`src/rtl/sram_axi_bridge.sv`:
```
// sram_axi_bridge
//   Takes the instruction-fetch and data SRAM-like request streams from the
//   CPU-side adapter, arbitrates between them (data has fixed priority) and
//   turns each accepted request into one single-beat AXI read or write on a
//   shared master port. Only one transaction is in flight at a time.
//
// Ports
//   clk, rst                      clock, synchronous active-high reset
//   inst_req/inst_addr            fetch request (always a word read)
//   inst_rdata/inst_addr_ok/inst_data_ok   fetch accept / data return
//   data_req/data_wr/data_size/data_addr/data_wdata   data request
//   data_rdata/data_addr_ok/data_data_ok   data accept / completion
//   araddr/arsize/arvalid/arready          AXI read address channel
//   rdata/rvalid/rready                    AXI read data channel
//   awaddr/awsize/awvalid/awready          AXI write address channel
//   wdata/wstrb/wvalid/wready              AXI write data channel
//   bvalid/bready                          AXI write response channel
module sram_axi_bridge (
  input  logic        clk,
  input  logic        rst,
  // instruction-fetch side
  input  logic        inst_req,
  input  logic [31:0] inst_addr,
  output logic [31:0] inst_rdata,
  output logic        inst_addr_ok,
  output logic        inst_data_ok,
  // data side
  input  logic        data_req,
  input  logic        data_wr,
  input  logic [1:0]  data_size,
  input  logic [31:0] data_addr,
  input  logic [31:0] data_wdata,
  output logic [31:0] data_rdata,
  output logic        data_addr_ok,
  output logic        data_data_ok,
  // AXI read
  output logic [31:0] araddr,
  output logic [2:0]  arsize,
  output logic        arvalid,
  input  logic        arready,
  input  logic [31:0] rdata,
  input  logic        rvalid,
  output logic        rready,
  // AXI write
  output logic [31:0] awaddr,
  output logic [2:0]  awsize,
  output logic        awvalid,
  input  logic        awready,
  output logic [31:0] wdata,
  output logic [3:0]  wstrb,
  output logic        wvalid,
  input  logic        wready,
  input  logic        bvalid,
  output logic        bready
);

  localparam logic [2:0] IDLE = 3'd0;
  localparam logic [2:0] RD_A = 3'd1;
  localparam logic [2:0] RD_D = 3'd2;
  localparam logic [2:0] WR_A = 3'd3;
  localparam logic [2:0] WR_B = 3'd4;

  logic [2:0]  state_q, state_d;
  logic        src_q, src_d;       // 1 = data side owns the transaction
  logic        wr_q, wr_d;
  logic [1:0]  size_q, size_d;
  logic [31:0] addr_q, addr_d;
  logic [31:0] wdata_q, wdata_d;
  logic        aw_done_q, aw_done_d;
  logic        w_done_q, w_done_d;

  logic idle;
  logic aw_fire, w_fire;
  logic rd_done, wr_done;

  // Byte-lane strobes for a lane-aligned write of the given size.
  function automatic logic [3:0] strb_of(input logic [1:0] size, input logic [1:0] off);
    logic [3:0] s;
    case (size)
      2'd0:    s = 4'b0001 << off;
      2'd1:    s = off[1] ? 4'b1100 : 4'b0011;
      default: s = 4'b1111;
    endcase
    return s;
  endfunction

  assign idle = (state_q == IDLE);

  // Fixed-priority arbitration: data wins, fetch only when data is quiet.
  assign data_addr_ok = idle & data_req;
  assign inst_addr_ok = idle & inst_req & ~data_req;

  // Read channel
  assign arvalid = (state_q == RD_A);
  assign araddr  = addr_q;
  assign arsize  = {1'b0, size_q};
  assign rready  = (state_q == RD_D);

  // Write channel; each half of the AW/W pair drops once it has handshaken.
  assign awvalid = (state_q == WR_A) & ~aw_done_q;
  assign wvalid  = (state_q == WR_A) & ~w_done_q;
  assign awaddr  = addr_q;
  assign awsize  = {1'b0, size_q};
  assign wdata   = wdata_q;
  assign wstrb   = strb_of(size_q, addr_q[1:0]);
  assign bready  = (state_q == WR_B);

  assign aw_fire = awvalid & awready;
  assign w_fire  = wvalid & wready;

  // Completion is returned in the same cycle as the AXI response beat.
  assign rd_done = (state_q == RD_D) & rvalid & ~wr_q;
  assign wr_done = (state_q == WR_B) & bvalid & wr_q;

  assign inst_data_ok = rd_done & ~src_q;
  assign data_data_ok = (rd_done | wr_done) & src_q;
  assign inst_rdata   = rdata;
  assign data_rdata   = rdata;

  always_comb begin
    state_d   = state_q;
    src_d     = src_q;
    wr_d      = wr_q;
    size_d    = size_q;
    addr_d    = addr_q;
    wdata_d   = wdata_q;
    aw_done_d = aw_done_q;
    w_done_d  = w_done_q;
    case (state_q)
      IDLE: begin
        if (data_req) begin
          src_d   = 1'b1;
          wr_d    = data_wr;
          // size 3 is carried as a word access
          size_d  = (data_size == 2'd3) ? 2'd2 : data_size;
          addr_d  = data_addr;
          wdata_d = data_wdata;
          state_d = data_wr ? WR_A : RD_A;
        end else if (inst_req) begin
          src_d   = 1'b0;
          wr_d    = 1'b0;
          size_d  = 2'd2;
          addr_d  = inst_addr;
          state_d = RD_A;
        end
      end
      RD_A: if (arready) state_d = RD_D;
      RD_D: if (rvalid) state_d = IDLE;
      WR_A: begin
        aw_done_d = aw_done_q | aw_fire;
        w_done_d  = w_done_q | w_fire;
        // Both halves may finish in the same cycle or in either order.
        if ((aw_done_q | aw_fire) & (w_done_q | w_fire)) begin
          state_d   = WR_B;
          aw_done_d = 1'b0;
          w_done_d  = 1'b0;
        end
      end
      WR_B: if (bvalid) state_d = IDLE;
      default: state_d = IDLE;
    endcase
  end

  always_ff @(posedge clk) begin
    if (rst) begin
      state_q   <= IDLE;
      src_q     <= 1'b0;
      wr_q      <= 1'b0;
      size_q    <= 2'd0;
      addr_q    <= 32'd0;
      wdata_q   <= 32'd0;
      aw_done_q <= 1'b0;
      w_done_q  <= 1'b0;
    end else begin
      state_q   <= state_d;
      src_q     <= src_d;
      wr_q      <= wr_d;
      size_q    <= size_d;
      addr_q    <= addr_d;
      wdata_q   <= wdata_d;
      aw_done_q <= aw_done_d;
      w_done_q  <= w_done_d;
    end
  end

endmodule

```
`config.mk`:
```
export PLATFORM = sky130hd
export DESIGN_NAME = sram_axi_bridge
export DESIGN_NICKNAME = d
export VERILOG_FILES = /design/src/rtl/sram_axi_bridge.sv
export SDC_FILE = /design/constraint.sdc
export NUM_CORES = 1
export LEC_CHECK = 0
export ABC_AREA = 1
export BUFFER_PORTS_ARGS = -buffer_cell sky130_fd_sc_hd__buf_2
export CAP_MARGIN = 20
export CORE_MARGIN = 8
export CORE_UTILIZATION = 25
export CTS_CLUSTER_DIAMETER = 150
export CTS_CLUSTER_SIZE = 10
export DETAILED_ROUTE_END_ITERATION = 7
export HOLD_SLACK_MARGIN = 0.02
export PLACE_DENSITY = 0.64
export SETUP_SLACK_MARGIN = 0.05
export SYNTH_ARGS = -nofsm -noshare
export SYNTH_HDL_FRONTEND = slang
export SYNTH_SLANG_ARGS = --single-unit
```
`constraint.sdc`:
```
create_clock -name clk -period 1.8 [get_ports clk]
set_input_delay 0.54 -clock clk [delete_from_list [all_inputs] [get_ports clk]]
set_output_delay 0.54 -clock clk [all_outputs]
set_load 0.02 [all_outputs]
```
# == Word-level counts from Yosys, hierarchy flattened ==
# Cells that the tools add are included.
# word_totals
regBits,73
in_bits,140
# op_classes
n_eq_ne,11
shift,1
mux,20
bitwise_logic,22
n_reduce_logical,6
# ops
operator,count
$mux 32,2
$mux 3,6
$pmux 3 s5,1
$and 1x1->1,14
$mux 2,4
$pmux 4 s2,1
$eq 3x2->1 const B,2
$mux 1,5
$not 1->1,5
$reduce_and 5->1,1
$mux 4,1
$ne 2x1->1 const B,2
$ne 2x2->1 const B,2
$reduce_and 2->1,2
$shl 1x2->4 const A,1
$eq 3x1->1 const B,1
$eq 3x3->1 const B,1
$logic_not 3->1,1
$ne 3x3->1 const B,1
$or 1x1->1,3
$eq 2x1->1 const B,1
$eq 2x2->1 const B,1
$logic_not 2->1,1
$reduce_bool 2->1,1

# == Logic depth before layout (Yosys ltp) ==
# logic_depth
depth_word,7
depth_mapped,9
depth_no_buf,9

# == Least setup slack after synthesis ==
# OpenSTA, ideal clock, no wires.
# synth_path
path_kind,reg2out
from,register state_q[1]
to,output port data_data_ok
arrival_time_ns,1.721
t_required_ns,1.260
slack_ns,-0.461
path_stages_with_launch,5
path_buffers,0
path_cell_list,dfxtp_1 > inv_1 > nor3_1 > nand2_1 > a21boi_0
# synth_via
elab_chain_cells,5
word_cells_on_any_way,8
# synth_rtl
element,line,rtl
"start, declared",63,"logic [2:0] state_q, state_d;"
"start signal, assigned",175,state_q <= state_d;
$eq 3x2->1,--,
net rready,43,"output logic rready,"
$and 1x1->1 (2 in a row),112,assign rd_done = (state_q == RD_D) & rvalid & ~wr_q;
$or 1x1->1,116,assign data_data_ok = (rd_done | wr_done) & src_q;
$and 1x1->1,116,
"end, declared",35,"output logic data_data_ok,"
# The timed path passes the listed nets, and every way through them passes these cells.

# == Final worst setup path ==
# layout_path
from,register state_q[1]
to,output port data_data_ok
# layout_via
elab_chain_cells,5
word_cells_on_any_way,8
# layout_rtl
element,line
$eq 3x2->1 / $eq 3x3->1 (equally long branches),"112, 113"
$and 1x1->1 (on tied branches) (2 in a row),"112, 113"
$or 1x1->1 *,116
$and 1x1->1 *,116
# Mark *: on every way between the ends. The rest lies on a longest branch, timed or not.

==> results <==
- In the synthesized netlist, the cells that appear most often are 111 x sky130_fd_sc_hd__nand2_1, 103 x sky130_fd_sc_hd__buf_4, 80 x sky130_fd_sc_hd__nor2_1.
- The critical path in this run is classified as reg -> out.
- The final hold violation count is 0.
- The max-slew violation count is 0.
- TritonCTS built the clock tree.
- The die covers 20,400 um^2.
- The final design utilization is 33.2%.
- The post-detailed-route wirelength per cell is 14.3 um.
- The number of top-level pins is 319.
- The final worst-path cycle share is 103%.
- The worst reg2reg path depth is 8.
- The fraction of final layout cells with drive strength greater than 1 is 44.6%.
- The capturing element type of the critical path is an output port.
- After synthesis, flip-flops and latches occupy 36.3% of the total area.
- The first global-routing pass estimated 19,800 um of wire.
- Clock latency on the worst-skew pair, taken at its later pin, is 330 ps.
- The setup slack after layout is -60.9 ps.
- The deepest level of the CTS H-tree is 3.
- The number of clock sinks seen by CTS is 73.
- No sink is reached through more buffers than the 2 on the longest clock path.
- Buffers inserted during clock tree synthesis total 9.
- The worst hold path begins at data_wdata[6].
- Buffers inserted to repair hold after CTS numbered 0.
- For this run the aggregate overflow at the end of global routing stands at 0.
- The number of filler instances in the final layout is 1,685.
- The number of nets at the end of the flow is 846.
- In this run the clock root is driven by a sky130_fd_sc_hd__clkbuf_16.
- The total wire length is 13,200 um.
- During synthesis, Yosys emitted a total of 0 warnings.
- VDD sags by at most 687 uV.
- For the worst setup path, the data required time is 1260 ps.
- The classification of the worst-slack hold path is in -> reg.
- The first detailed-routing pass ran for 4 iterations.
- For flop-to-flop paths, the worst setup slack is 230 ps.
- The number of violations of the max-capacitance limit is 0.
- Counting every instance in the synthesized netlist gives 569.
- The post-synthesis cell type count is 26.
- In the post-synthesis netlist, the biggest area contributors are sky130_fd_sc_hd__dfxtp_1 36%, sky130_fd_sc_hd__buf_4 19%, sky130_fd_sc_hd__nand2_1 10%.
- The highest achievable clock rate is 537 MHz.
- The layout-stage area growth over the synthesis result is 30.6%.
- Along the worst path, the maximum fanout reaches 4.
- Counting tap cells, the placed design contains a total of 901 instances.
- The checks that failed: negative setup slack.
- The repair_antennas step left the layout with diodes totalling 0.
- Clock-pin slew was measured on the worst setup and hold paths at 60 ps.
- Leaving out filler cells and counting taps, the final layout contains 926.
- Hold timing on the final database bottoms out at a slack of 424 ps.
- The effective utilization at floorplan is 25.4%.
- Setup violations remaining at the end of the flow were counted as 2.
- In the routed design, unresolved DRC markers number 0.
- Timing analysis after detailed placement gives a worst setup slack of 18.1 ps.
- The top cell type by area accounts for 36.3% of the synthesized area.
- The endpoint identified for the worst register-to-register timing path is state_q[2]$_SDFFE_PP0P_.
- Entering global routing, the biggest net connects 37 pins.
- The startpoint of the most critical register-to-register path is state_q[1]$_SDFFE_PP0P_.
- The fraction of registers with async set or reset after synthesis is 0%.
- The overall die height is 143 um.
- Adding up every negative setup slack in the final design gives -121 ps.
- The floorplan row count is 46.
- The global placement routability congestion is 0.907.
- Setup repair after global routing could not meet its margin everywhere.
- For this design the static power due to leakage is 2.74 nW.
- The post-detailed-placement half-perimeter wirelength is 10,200 um.
- The total area inside the core boundary comes to 15,800 um^2.
- Among all flip-flop cells after synthesis, the most frequent one is sky130_fd_sc_hd__dfxtp_1.
- The worst path arrival time is 1320 ps.
- After layout, the minimum clock period comes to 1860 ps.
- A synthesized cell averages 7.08 um^2.
- The global router's overall resource usage is 12.6%.
- STA classifies the critical path startpoint as a flop.
- sky130_fd_sc_hd__dfxtp_1 takes more of the synthesized area than any other cell.
- The first routing iteration left 89 violations.
- The detail-routed via count per cell is 4.20.
- For hold timing, the worst endpoint is wdata[6]$_SDFFE_PP0P_.
- The mapped cell area is 4030 um^2.
- Power spread over the standard cell area amounts to 1650 nW/um^2.
- The number of synthesized flops with an enable pin is 0.
- The number of nets with antenna violations after routing is 0.
- Counting flops and latches in the post-synthesis netlist gives 73.
- The setup clock skew after layout is 9.28 ps.
- The cell with the most instances after synthesis is sky130_fd_sc_hd__nand2_1.
- The flow ran to the end, but the final reports show violations.
- The worst hold path depth is 3.
- The number of antenna violations at the first check in global routing is 0.
- The number of global-route vias before repair is 3,836.
- Across all layers, the routed design uses 3,886 vias.
- The chip width is 143 um.
- The number of port buffers is 220.
report_power, final:
| part | internal (W) | total (W) | switching (W) | leakage [nW] |
|---|---|---|---|---|
| registers | 0.00217 | 0.00256 | 0.000399 | 0.607 |
| clock network | 0.00114 | 0.00181 | 0.000664 | 0.142 |
| logic | 0.00158 | 0.00433 | 0.00275 | 2.00 |
| total | 0.00489 | 0.00870 | 0.00381 | 2.74 |
critical path, cell delays in order, from the launching register on:
cell                       delay [ps]
sky130_fd_sc_hd__dfxtp_4          400
sky130_fd_sc_hd__inv_4             50
sky130_fd_sc_hd__nor3_4           120
sky130_fd_sc_hd__nand2_2          110
sky130_fd_sc_hd__a21boi_2         160
sky130_fd_sc_hd__buf_6            130
how the worst max path moves through the flow:
stage / end / start / cells after the start
floorplan: data_addr_ok / data_req / 4
global route: data_data_ok / state_q[1]$_SDFFE_PP0P_ / 5
global placement: data_addr_ok / data_req / 4
CTS: data_data_ok / state_q[1]$_SDFFE_PP0P_ / 5
detailed placement: state_q[1]$_SDFFE_PP0P_ / data_req / 10
finish: data_data_ok / state_q[1]$_SDFFE_PP0P_ / 5
metrics by stage:
step           area, um^2  total power (W)
3_5_place_dp         4750          0.00669
2_1_floorplan        4070          0.00567
4_1_cts              5210          0.00875
5_1_grt              5260          0.00933
3_3_place_gp         4750          0.00665
6_report             5260          0.00870
per-layer routing:
metal,vias up,track usage [%],wire length (um)
li1,1951,-,-
met1,1679,14.1,5250
met2,219,18.8,5740
met3,37,5.54,1670
met4,0,8.72,571
met5,-,0,0
layout by cell type, fill, tap and decap left out, types with 16 or more instances in the layout:
cell type	Yosys	routed
sky130_fd_sc_hd__a21oi_1	16	16
sky130_fd_sc_hd__a21oi_2	20	20
sky130_fd_sc_hd__buf_2	10	211
sky130_fd_sc_hd__buf_4	103	29
sky130_fd_sc_hd__dfxtp_1	73	67
sky130_fd_sc_hd__inv_1	44	39
sky130_fd_sc_hd__nand2_1	111	110
sky130_fd_sc_hd__nor2_1	80	76
sky130_fd_sc_hd__o21ai_0	37	35
sky130_fd_sc_hd__o21ai_1	32	34
state kept, by name, indices dropped and copies added, names as in the netlist:
register,cells
araddr,32
wdata,32
state_q,3
size_q,2
aw_done_q,1
src_q,1
w_done_q,1
wr_q,1
kinds of logic after synthesis:
logic type	Yosys count	share of synthesized area (%)
other	1	0.0931
DFF	73	36.3
buffers and inverters	176	26.9
AOI/OAI and AO/OA	110	16.1
and+or+nand+nor	209	20.7
final cells by class:
cell class              count  area (um^2)  area share (%)
multi-input cells         321         1580            30.1
flip-flops and latches     73         1480            28.1
repair buffers            253         1450            27.5
well taps                 216          270            5.14
clock buffers              13          260            4.95
inverters                  48          185            3.52
clock inverters             2         37.5           0.714
what timing repair did:
| item | 4_1_cts | 5_1_grt |
|---|---|---|
| pin swaps | 4 | 6 |
| gates resized for setup | 36 | 11 |
| endpoints found under the setup margin | 13 | 11 |
| setup buffers | 7 | 5 |
(Power assumes the default switching activity.)
